==> src/rtl/fd_hazard_if.sv <==
// Bundle between the EX/MEM stages and the fetch/decode hazard controller.
// The master drives the pipeline-side inputs; the slave is the controller.
interface fd_hazard_if #(
  parameter int PC_BITS  = 12,
  parameter int REG_BITS = 5,
  parameter int CNT_BITS = 16
);
  logic [REG_BITS-1:0] D_rs1;
  logic [REG_BITS-1:0] D_rs2;
  logic                D_use_rs1;
  logic                D_use_rs2;
  logic [REG_BITS-1:0] EX_rd;
  logic                EX_is_load;
  logic                EX_taken;
  logic [PC_BITS-1:0]  EX_target_pc;
  logic                M_mem_req;
  logic                M_mem_ready;
  logic                stall_D;
  logic                MEM_stall;
  logic                flush_D;
  logic                flush_E;
  logic                F_redirect;
  logic [PC_BITS-1:0]  F_redirect_pc;
  logic [CNT_BITS-1:0] stall_cnt;
  logic [CNT_BITS-1:0] flush_cnt;

  modport master (
    output D_rs1, D_rs2, D_use_rs1, D_use_rs2, EX_rd, EX_is_load,
           EX_taken, EX_target_pc, M_mem_req, M_mem_ready,
    input  stall_D, MEM_stall, flush_D, flush_E, F_redirect, F_redirect_pc,
           stall_cnt, flush_cnt
  );

  modport slave (
    input  D_rs1, D_rs2, D_use_rs1, D_use_rs2, EX_rd, EX_is_load,
           EX_taken, EX_target_pc, M_mem_req, M_mem_ready,
    output stall_D, MEM_stall, flush_D, flush_E, F_redirect, F_redirect_pc,
           stall_cnt, flush_cnt
  );
endinterface

==> src/rtl/fd_hazard_ctrl.sv <==
// Fetch/decode hazard controller: load-use stall, memory-wait freeze, EX redirect
// with hold-over across memory stalls, and saturating stall/flush event counters.
//
//  state | meaning
//  RUN   | no outstanding data-memory access
//  MWAIT | data access issued, waiting for M_mem_ready
module fd_hazard_ctrl #(
  parameter int PC_BITS  = 12,
  parameter int REG_BITS = 5,
  parameter int CNT_BITS = 16
) (
  input  logic        clk,
  input  logic        rst_n,
  fd_hazard_if.slave  bus
);

  typedef enum logic {RUN, MWAIT} state_t;

  localparam logic [CNT_BITS-1:0] CNT_ONE = {{(CNT_BITS-1){1'b0}}, 1'b1};
  localparam logic [CNT_BITS-1:0] CNT_MAX = {CNT_BITS{1'b1}};
  localparam logic [REG_BITS-1:0] REG_ZERO = '0;

  state_t              r_state;
  logic                r_pend;
  logic [PC_BITS-1:0]  r_pend_pc;
  logic [CNT_BITS-1:0] r_stall_cnt;
  logic [CNT_BITS-1:0] r_flush_cnt;

  logic w_mem_stall;
  logic w_luh;
  logic w_redirect;
  logic w_stall_d;
  logic w_flush_e;
  logic [PC_BITS-1:0] w_redirect_pc;

  // Every output is gated by rst_n so the combinational paths also read 0 in reset.
  always_comb begin
    w_mem_stall = rst_n & ((bus.M_mem_req & ~bus.M_mem_ready) |
                           ((r_state == MWAIT) & ~bus.M_mem_ready));
    w_luh       = bus.EX_is_load & (bus.EX_rd != REG_ZERO) &
                  ((bus.D_use_rs1 & (bus.D_rs1 == bus.EX_rd)) |
                   (bus.D_use_rs2 & (bus.D_rs2 == bus.EX_rd)));
    w_redirect  = rst_n & (bus.EX_taken | r_pend) & ~w_mem_stall;
    w_stall_d   = rst_n & w_luh & ~w_mem_stall & ~w_redirect;
    w_flush_e   = w_redirect | (rst_n & w_luh & ~w_mem_stall);
    w_redirect_pc = '0;
    if (rst_n)
      w_redirect_pc = bus.EX_taken ? bus.EX_target_pc : r_pend_pc;
  end

  always_ff @(posedge clk or negedge rst_n) begin
    if (!rst_n) begin
      r_state     <= RUN;
      r_pend      <= 1'b0;
      r_pend_pc   <= '0;
      r_stall_cnt <= '0;
      r_flush_cnt <= '0;
    end else begin
      case (r_state)
        RUN:     if (bus.M_mem_req && !bus.M_mem_ready) r_state <= MWAIT;
        MWAIT:   if (bus.M_mem_ready)                   r_state <= RUN;
        default: r_state <= RUN;
      endcase

      // A fresh pulse during a stall replaces any target already held.
      if (bus.EX_taken && w_mem_stall) begin
        r_pend    <= 1'b1;
        r_pend_pc <= bus.EX_target_pc;
      end else if (w_redirect) begin
        r_pend    <= 1'b0;
      end

      if ((w_mem_stall || w_stall_d) && r_stall_cnt != CNT_MAX)
        r_stall_cnt <= r_stall_cnt + CNT_ONE;
      if (w_redirect && r_flush_cnt != CNT_MAX)
        r_flush_cnt <= r_flush_cnt + CNT_ONE;
    end
  end

  assign bus.MEM_stall     = w_mem_stall;
  assign bus.stall_D       = w_stall_d;
  assign bus.flush_D       = w_redirect;
  assign bus.flush_E       = w_flush_e;
  assign bus.F_redirect    = w_redirect;
  assign bus.F_redirect_pc = w_redirect_pc;
  assign bus.stall_cnt     = r_stall_cnt;
  assign bus.flush_cnt     = r_flush_cnt;

endmodule

==> src/flat_wrapper.sv <==
// flat-port wrapper written by rule: the top's interface ports become plain ports
module fd_hazard_ctrl_flat 
#(
  parameter int PC_BITS  = 12,
  parameter int REG_BITS = 5,
  parameter int CNT_BITS = 16
)
  (clk, rst_n, bus_D_rs1, bus_D_rs2, bus_D_use_rs1, bus_D_use_rs2, bus_EX_rd, bus_EX_is_load, bus_EX_taken, bus_EX_target_pc, bus_M_mem_req, bus_M_mem_ready, bus_stall_D, bus_MEM_stall, bus_flush_D, bus_flush_E, bus_F_redirect, bus_F_redirect_pc, bus_stall_cnt, bus_flush_cnt);
  fd_hazard_if #(.PC_BITS(PC_BITS), .REG_BITS(REG_BITS), .CNT_BITS(CNT_BITS)) bus_i ();
  input  logic clk;
  input  logic rst_n;
  input wire logic [$bits(bus_i.D_rs1)-1:0] bus_D_rs1;
  input wire logic [$bits(bus_i.D_rs2)-1:0] bus_D_rs2;
  input wire logic [$bits(bus_i.D_use_rs1)-1:0] bus_D_use_rs1;
  input wire logic [$bits(bus_i.D_use_rs2)-1:0] bus_D_use_rs2;
  input wire logic [$bits(bus_i.EX_rd)-1:0] bus_EX_rd;
  input wire logic [$bits(bus_i.EX_is_load)-1:0] bus_EX_is_load;
  input wire logic [$bits(bus_i.EX_taken)-1:0] bus_EX_taken;
  input wire logic [$bits(bus_i.EX_target_pc)-1:0] bus_EX_target_pc;
  input wire logic [$bits(bus_i.M_mem_req)-1:0] bus_M_mem_req;
  input wire logic [$bits(bus_i.M_mem_ready)-1:0] bus_M_mem_ready;
  output wire logic [$bits(bus_i.stall_D)-1:0] bus_stall_D;
  output wire logic [$bits(bus_i.MEM_stall)-1:0] bus_MEM_stall;
  output wire logic [$bits(bus_i.flush_D)-1:0] bus_flush_D;
  output wire logic [$bits(bus_i.flush_E)-1:0] bus_flush_E;
  output wire logic [$bits(bus_i.F_redirect)-1:0] bus_F_redirect;
  output wire logic [$bits(bus_i.F_redirect_pc)-1:0] bus_F_redirect_pc;
  output wire logic [$bits(bus_i.stall_cnt)-1:0] bus_stall_cnt;
  output wire logic [$bits(bus_i.flush_cnt)-1:0] bus_flush_cnt;
  assign bus_i.D_rs1 = bus_D_rs1;
  assign bus_i.D_rs2 = bus_D_rs2;
  assign bus_i.D_use_rs1 = bus_D_use_rs1;
  assign bus_i.D_use_rs2 = bus_D_use_rs2;
  assign bus_i.EX_rd = bus_EX_rd;
  assign bus_i.EX_is_load = bus_EX_is_load;
  assign bus_i.EX_taken = bus_EX_taken;
  assign bus_i.EX_target_pc = bus_EX_target_pc;
  assign bus_i.M_mem_req = bus_M_mem_req;
  assign bus_i.M_mem_ready = bus_M_mem_ready;
  assign bus_stall_D = bus_i.stall_D;
  assign bus_MEM_stall = bus_i.MEM_stall;
  assign bus_flush_D = bus_i.flush_D;
  assign bus_flush_E = bus_i.flush_E;
  assign bus_F_redirect = bus_i.F_redirect;
  assign bus_F_redirect_pc = bus_i.F_redirect_pc;
  assign bus_stall_cnt = bus_i.stall_cnt;
  assign bus_flush_cnt = bus_i.flush_cnt;
  fd_hazard_ctrl #(.PC_BITS(PC_BITS), .REG_BITS(REG_BITS), .CNT_BITS(CNT_BITS)) u_core (.clk(clk), .rst_n(rst_n), .bus(bus_i));
endmodule
==> config.mk <==
export PLATFORM = sky130hd
export DESIGN_NAME = fd_hazard_ctrl_flat
export DESIGN_NICKNAME = d
export VERILOG_FILES = /design/src/rtl/fd_hazard_if.sv /design/src/rtl/fd_hazard_ctrl.sv /design/src/flat_wrapper.sv
export SDC_FILE = /design/constraint.sdc
export NUM_CORES = 1
export LEC_CHECK = 0
export BUFFER_PORTS_ARGS = -buffer_cell sky130_fd_sc_hd__buf_2
export CAP_MARGIN = 20
export CORE_MARGIN = 1.5
export CORE_UTILIZATION = 51
export CTS_BUF_LIST = sky130_fd_sc_hd__clkbuf_16
export DETAILED_ROUTE_END_ITERATION = 10
export PLACE_DENSITY_LB_ADDON = 0.25
export SLEW_MARGIN = 10
export SYNTH_ARGS = -nofsm -noshare
export SYNTH_HDL_FRONTEND = slang
export SYNTH_SLANG_ARGS = --single-unit
==> constraint.sdc <==
create_clock -name clk -period 2.5 [get_ports clk]
set_input_delay 0.25 -clock clk [delete_from_list [all_inputs] [get_ports clk]]
set_output_delay 0.25 -clock clk [all_outputs]
set_load 0.02 [all_outputs]
==> reports/qor.log, run 1 <==
INFO  timing         timing.final.crit_share=0.917
INFO  synthesis      synth.yosys.warnings=0
INFO  synthesis      synth_fp_nets=265
INFO  floorplanning  floorplan.initialDensity=0.533
INFO  floorplanning  core_area=4750µm²
INFO  routing        drtAntennaViolNets=0
INFO  floorplanning  dieWidth=73.5µm
INFO  global_routing grt_antenna_before_repair=0
INFO  routing        route.vias.total=1957
INFO  synthesis      post_synth.cell_area_avg=11.1µm²
INFO  worst_setup_path arrival=2.45ns
INFO  clocking       cts_tree=yes
INFO  global_routing grt_remaining_overflow=0
INFO  routing        post_drt_wl_per_cell=13.4µm
INFO  placement      port_buffers=83
INFO  floorplanning  fp.dieH=73.5µm
INFO  pwr            vdd_ir_drop_max=0.000537V
INFO  timing         period_needed=2.29ns
INFO  clocking       cts_num_sinks=46
INFO  floorplanning  i_o_pins=84
INFO  worst_setup_path worst_setup_sp_type=input port
INFO  synthesis      syn_inst_count=228
INFO  timing         timing_max_transition_violations_final=0
INFO  floorplanning  fp.dieArea=5400µm²
INFO  routing        routed.top_layer=met4
INFO  synthesis      number_of_flops_mapped_to_enable_cells_by_yosys=0
INFO  finish         most-common-layout-cells=sky130_fd_sc_hd__buf_2, sky130_fd_sc_hd__dfrtp_1, sky130_fd_sc_hd__xor2_1
INFO  global_routing track_usage=0.203
INFO  global_routing grt_pass1_vias=1864
INFO  timing         grt_setup_unrepaired=false
INFO  synthesis      total_standard_cell_area_after_synthesis=2530µm²
INFO  placement      place.detailed.instances=373
INFO  clocking       ctsLongestPathBuffers=2
INFO  job            cap_viol_max_count=0
INFO  timing         timing.slew.headroom=0.554
INFO  clocking       htree_num_levels=2
INFO  clocking       clock_insertion_delay_worst_skew=0.28ns
INFO  placement      place.detailed.hpwl=3860µm
INFO  clocking       clk_transition_reported_paths=0.06ns
INFO  worst_setup_path crit_path_cell_trace=dlygate4sd3_1 -> buf_2 -> o21a_1 -> nor2b_1 -> a31oi_2 -> buf_4 -> nor3_1 -> xor2_1
INFO  finish         finish.cell_count_without_fillers=381
INFO  routing        met3WireLength=224µm
INFO  floorplanning  rows=25
INFO  finish         insertedDiodeCount=0
INFO  global_routing grt_max_degree=47
INFO  worst_setup_path crit_path_top_delay_cell=sky130_fd_sc_hd__a31oi_2
INFO  finish         area_delta_synth_final=25.1%
INFO  routing        drt_pass1_iterations=4
INFO  pwr            pwrdens=758nW/µm²
INFO  finish         final_common_cell=sky130_fd_sc_hd__buf_2
INFO  routing        routedLengthMet1=2220µm
INFO  routing        viasPerCell=5.14
INFO  clocking       total_clock_buffers_created_by_cts=5
INFO  finish         final.fill_count=407
INFO  finish         multi_input_comb_area=1300µm²
INFO  timing         fin_worst_skew=0.00359ns
INFO  pwr            power.static_leakage=1.64nW
INFO  routing        detailed_route_iter0_violations=104
INFO  synthesis      synth-seq-cells=46
INFO  routing        wirelength=5120µm
INFO  synthesis      synth_flop_cell=sky130_fd_sc_hd__dfrtp_1
INFO  routing        met2RoutedLength=2590µm
INFO  synthesis      synthArstFlopShare=1.00
INFO  timing         timing.fmax=0.436GHz
INFO  worst_setup_path timing.critical_path.slowest_cell_delay=0.57ns
INFO  finish         final_net_count=351
INFO  worst_hold_path min-delay-path-class=in -> reg
INFO  worst_setup_path cp_data_required_time=2.66ns
INFO  clocking       cts.repair_timing.setup_buffer_count=0
INFO  clocking       ctsRootBufferMaster=sky130_fd_sc_hd__clkbuf_16
INFO  worst_setup_path path_class=in -> reg
INFO  routing        drcViolationCount=0
INFO  status         run_status=finished clean
INFO  finish         drive_above_1_share=0.404
INFO  global_routing grt_first_pass_wirelength=8500µm
INFO  timing         final_layout_setup_total_negative_slack=0ns
INFO  placement      place_congestion=0.774
INFO  synthesis      synth_cell_type_count=38
INFO  worst_setup_path worst-path-max-fanout=18
INFO  timing         tightest_slew=0.667ns
INFO  finish         sequential_standard_cell_area=1150µm²
INFO  timing         number_of_hold_violations_in_the_final_report=0
INFO  worst_setup_path timing.critical_path.to_type=flip-flop
INFO  pwr            p_total=2.40mW
INFO  timing         final_setup_violation_count=0
INFO  synthesis      sequential_element_share_of_the_synthesized_area=0.455
INFO  finish         final_util=0.666
final cells by class:
type	instances	area share
flip-flops and latches	46	0.363
clock inverters	2	0.0107
repair buffers	88	0.144
multi-input cells	169	0.412
inverters	4	0.00474
well taps	67	0.0265
clock buffers	5	0.0395
where the power goes:
group          leakage (nW)  switching, mW  internal, mW  total [mW]
Clock                0.0773          0.255         0.462       0.718
Combinational         0.973          0.364         0.276       0.640
Sequential            0.588          0.156         0.887        1.04
routing by layer:
metal	global-route usage	vias to the layer above
li1	-	958
met3	0.0439	8
met2	0.340	49
met5	0	-
met4	0.0617	0
met1	0.263	942
cell usage after synthesis, drive strengths merged, types with 2 or more instances:
cell / instances / area [µm²]
a21oi: 3 / 15.0
a31oi: 2 / 33.8
and3: 9 / 61.3
and4: 4 / 40.0
buf: 7 / 55.1
clkbuf: 2 / 7.51
dfrtp: 46 / 1150
ha: 2 / 25.0
inv: 4 / 15.0
mux2: 15 / 173
mux2i: 12 / 120
nand2: 17 / 63.8
nand3: 17 / 95.1
nand4: 4 / 25.0
nor2: 9 / 36.3
nor2b: 13 / 81.3
nor3: 14 / 100
nor3b: 2 / 15.0
nor4: 2 / 33.8
xnor2: 17 / 149
xor2: 22 / 193
worst paths after layout:
path                                         start                  endpoint  slack, ns  depth (start not counted)
max                                          rst_n   u_core.bus.stall_cnt[4]       0.21                          8
min                            bus_EX_target_pc[8]       u_core.r_pend_pc[8]       0.22                          2
max reg2reg                u_core.bus.stall_cnt[4]  u_core.bus.stall_cnt[15]       0.46                          7
min reg2reg                u_core.bus.flush_cnt[7]   u_core.bus.flush_cnt[7]       0.48                          1
max in group asynchronous                    rst_n   u_core.bus.flush_cnt[5]       1.27                          3
min in group asynchronous                    rst_n   u_core.bus.flush_cnt[3]       0.41                          2
timing repair:
item / in CTS / in global routing
hold endpoints to repair: 10 / 0
resized for setup: 0 / 0
hold buffers: 1 / 0
worst max-delay path, delay by kind of cell:
kind                   cells  cell delay, ns
buffers and inverters      3            1.10
AO/OA/AOI/OAI              2            0.79
XOR/XNOR                   1            0.17
AND/OR/NAND/NOR            2            0.13
sequential cells by signal, summed over array words and instances (netlist names):
register	count
u_core.r_pend_pc	12
u_core.r_pend	1
u_core.bus.flush_cnt	16
u_core.r_state	1
u_core.bus.stall_cnt	16
stage by stage:
stage / area, µm² / setup slack, ns / hold slack (ns)
2_1_floorplan: 2530 / 0.656 / -0.0456
3_3_place_gp: 3000 / 0.479 / 0.176
3_5_place_dp: 3000 / 0.428 / 0.179
4_1_cts: 3170 / 0.162 / 0.213
5_1_grt: 3170 / 0.0366 / 0.220
6_report: 3170 / 0.209 / 0.217
cells by family after synthesis:
| family | Yosys count | synth area share |
|---|---|---|
| adder cells (fa/ha/maj) | 2 | 0.00988 |
| XOR/XNOR | 39 | 0.135 |
| buffers and inverters | 13 | 0.0306 |
| multiplexers | 27 | 0.116 |
| AND/OR/NAND/NOR | 92 | 0.220 |
| AO/OA/AOI/OAI | 9 | 0.0341 |
| flip-flops | 46 | 0.455 |
(Power assumes the default switching activity.)
==> inputs of run 2 (changes only) <==
==> constraint.sdc (replaced) <==
create_clock -name clk -period 2.46 [get_ports clk]
set_input_delay 0.246 -clock clk [delete_from_list [all_inputs] [get_ports clk]]
set_output_delay 0.246 -clock clk [all_outputs]
set_load 0.02 [all_outputs]
==> run 2 against run 1 <==
- largest cell class unchanged
- critical endpoint unchanged
- setup slack better by 0.17 ns
- sequential cell count unchanged
- largest power group unchanged
- critical path type unchanged
- via count increased by 0.82%
- count of clock-buffer cells in the layout unchanged
- final cell count grew 0.52%
==> reports/qor.log, run 2 (synthesized netlist as in run 1, its figures left out) <==
INFO  floorplanning  i_o_pins=84 [unchanged]
INFO  pwr            vdd_ir_drop_max=0.000557V [+3.7%]
INFO  floorplanning  core_area=4750µm² [unchanged]
INFO  clocking       ctsRootBufferMaster=sky130_fd_sc_hd__clkbuf_16
INFO  global_routing grt_first_pass_wirelength=8580µm [+0.98%]
INFO  global_routing grt_antenna_before_repair=0 [unchanged]
INFO  worst_setup_path worst_setup_sp_type=input port
INFO  timing         number_of_hold_violations_in_the_final_report=0 [unchanged]
INFO  job            cap_viol_max_count=0 [unchanged]
INFO  routing        wirelength=5030µm [-1.8%]
INFO  placement      place.detailed.hpwl=3890µm [+0.82%]
INFO  timing         timing.slew.headroom=0.565 [+0.0110]
INFO  status         run_status=finished clean
INFO  clocking       clk_transition_reported_paths=0.06ns [about the same]
INFO  finish         most-common-layout-cells=sky130_fd_sc_hd__buf_2, sky130_fd_sc_hd__dfrtp_1, sky130_fd_sc_hd__xor2_1
INFO  floorplanning  fp.dieArea=5400µm² [unchanged]
INFO  worst_setup_path arrival=2.24ns [-0.21 ns]
INFO  timing         period_needed=2.08ns
INFO  worst_hold_path min-delay-path-class=in -> reg
INFO  worst_setup_path path_class=in -> reg
INFO  timing         grt_setup_unrepaired=false
INFO  clocking       htree_num_levels=2 [unchanged]
INFO  routing        detailed_route_iter0_violations=112 [+7.7%]
INFO  pwr            power.static_leakage=1.64nW [about the same]
INFO  finish         final_common_cell=sky130_fd_sc_hd__buf_2
INFO  clocking       cts_num_sinks=46 [unchanged]
INFO  finish         area_delta_synth_final=24.6%
INFO  worst_setup_path worst-path-max-fanout=11 [-7]
INFO  finish         drive_above_1_share=0.405 [+0.000605]
INFO  timing         fin_worst_skew=0.00587ns [+0.00228 ns]
INFO  floorplanning  fp.dieH=73.5µm [unchanged]
INFO  clocking       clock_insertion_delay_worst_skew=0.28ns [about the same]
INFO  timing         hold-worst-slack=0.220ns [+0.00296 ns]
INFO  timing         post-route-worst-setup-slack=0.378ns [+0.170 ns]
INFO  finish         final_net_count=352 [+0.28%]
INFO  routing        viasPerCell=5.15 [+0.29%]
INFO  finish         final_util=0.663 [-0.00289]
INFO  finish         insertedDiodeCount=0 [unchanged]
INFO  routing        drt_pass1_iterations=4 [unchanged]
INFO  routing        route.vias.total=1973 [+0.82%]
INFO  routing        drtAntennaViolNets=0 [unchanged]
INFO  global_routing grt_max_degree=46 [-2.1%]
INFO  worst_setup_path timing.critical_path.to_type=flip-flop
INFO  timing         tightest_slew=0.650ns [-0.0164 ns]
INFO  clocking       ctsLongestPathBuffers=2 [unchanged]
INFO  clocking       total_clock_buffers_created_by_cts=5 [unchanged]
INFO  worst_setup_path cp_data_required_time=2.61ns [-0.05 ns]
INFO  timing         final_layout_setup_total_negative_slack=0ns [unchanged]
INFO  floorplanning  rows=25 [unchanged]
INFO  timing         final_setup_violation_count=0 [unchanged]
INFO  timing         timing.final.crit_share=0.846
INFO  pwr            pwrdens=739nW/µm² [-2.4%]
INFO  routing        post_drt_wl_per_cell=13.1µm [-2.3%]
INFO  clocking       cts_tree=yes
INFO  global_routing grt_pass1_vias=1892 [+1.5%]
INFO  global_routing track_usage=0.206 [+0.00291]
INFO  timing         timing.fmax=0.480GHz
INFO  timing         timing_max_transition_violations_final=0 [unchanged]
INFO  pwr            p_total=2.33mW [-2.9%]
INFO  placement      port_buffers=83 [unchanged]
INFO  clocking       cts.repair_timing.setup_buffer_count=0 [unchanged]
INFO  floorplanning  floorplan.initialDensity=0.533 [unchanged]
INFO  placement      place_congestion=0.779 [+0.59%]
INFO  placement      preCtsSetupSlack=0.442ns [+0.0139 ns]
INFO  global_routing grt_remaining_overflow=0 [unchanged]
INFO  routing        drcViolationCount=0 [unchanged]
INFO  floorplanning  dieWidth=73.5µm [unchanged]
run 2: stage by stage:
| step | instance area (µm²) | std cells |
|---|---|---|
| floorplan | 2530 | 228 |
| global placement | 3010 | 374 |
| detailed placement | 3010 | 374 |
| CTS | 3150 | 383 |
| global route | 3150 | 383 |
| finish | 3150 | 383 |
run 2: area by class of cell:
type	instances	area, µm²
tap	67	83.8
fill	410	1600
sequential	46	1150
timing repair buffer	89	463
multi-input combinational	169	1300
inverter	4	15.0
clock buffer	5	125
clock inverter	3	12.5
run 2: path summary, 6_finish.rpt:
| path | from | to | slack, ns | cells after the start |
|---|---|---|---|---|
| max in group asynchronous | rst_n | u_core.bus.stall_cnt[4] | 1.46 | 3 |
| worst min register to register | u_core.bus.stall_cnt[15] | u_core.bus.stall_cnt[15] | 0.49 | 1 |
| worst max register to register | u_core.bus.stall_cnt[4] | u_core.bus.stall_cnt[15] | 0.43 | 7 |
| worst max-delay path | rst_n | u_core.bus.stall_cnt[4] | 0.38 | 8 |
| min in group asynchronous | rst_n | u_core.r_state | 0.31 | 2 |
| worst min-delay path | bus_EX_target_pc[10] | u_core.r_pend_pc[10] | 0.22 | 2 |
run 2: worst max-delay path, stage by stage:
cell and delay, ns:
sky130_fd_sc_hd__dlygate4sd3_1 0.52, sky130_fd_sc_hd__buf_2 0.17, sky130_fd_sc_hd__o21a_1 0.18, sky130_fd_sc_hd__nor2b_1 0.06
sky130_fd_sc_hd__a31oi_2 0.56, sky130_fd_sc_hd__buf_4 0.26, sky130_fd_sc_hd__nor3_1 0.07, sky130_fd_sc_hd__xor2_1 0.16
run 2: repair_timing:
| item | in CTS | in global routing |
|---|---|---|
| resized for setup | 0 | 0 |
| hold buffers | 1 | 0 |
| endpoints found under the hold margin | 5 | 0 |
run 2: where the power goes:
part	switching [mW]	internal [mW]	leakage [nW]
Combinational	0.367	0.284	0.978
Sequential	0.159	0.902	0.588
Clock	0.255	0.367	0.0724
Total	0.780	1.55	1.64
run 2: metal layers:
| layer | vias to the layer above | track usage | part of all wire |
|---|---|---|---|
| li1 | 965 | - | - |
| met1 | 952 | 0.266 | 0.43 |
| met2 | 50 | 0.349 | 0.51 |
| met3 | 6 | 0.0439 | 0.047 |
| met4 | 0 | 0.0576 | 0.012 |
| met5 | - | 0 | 0 |
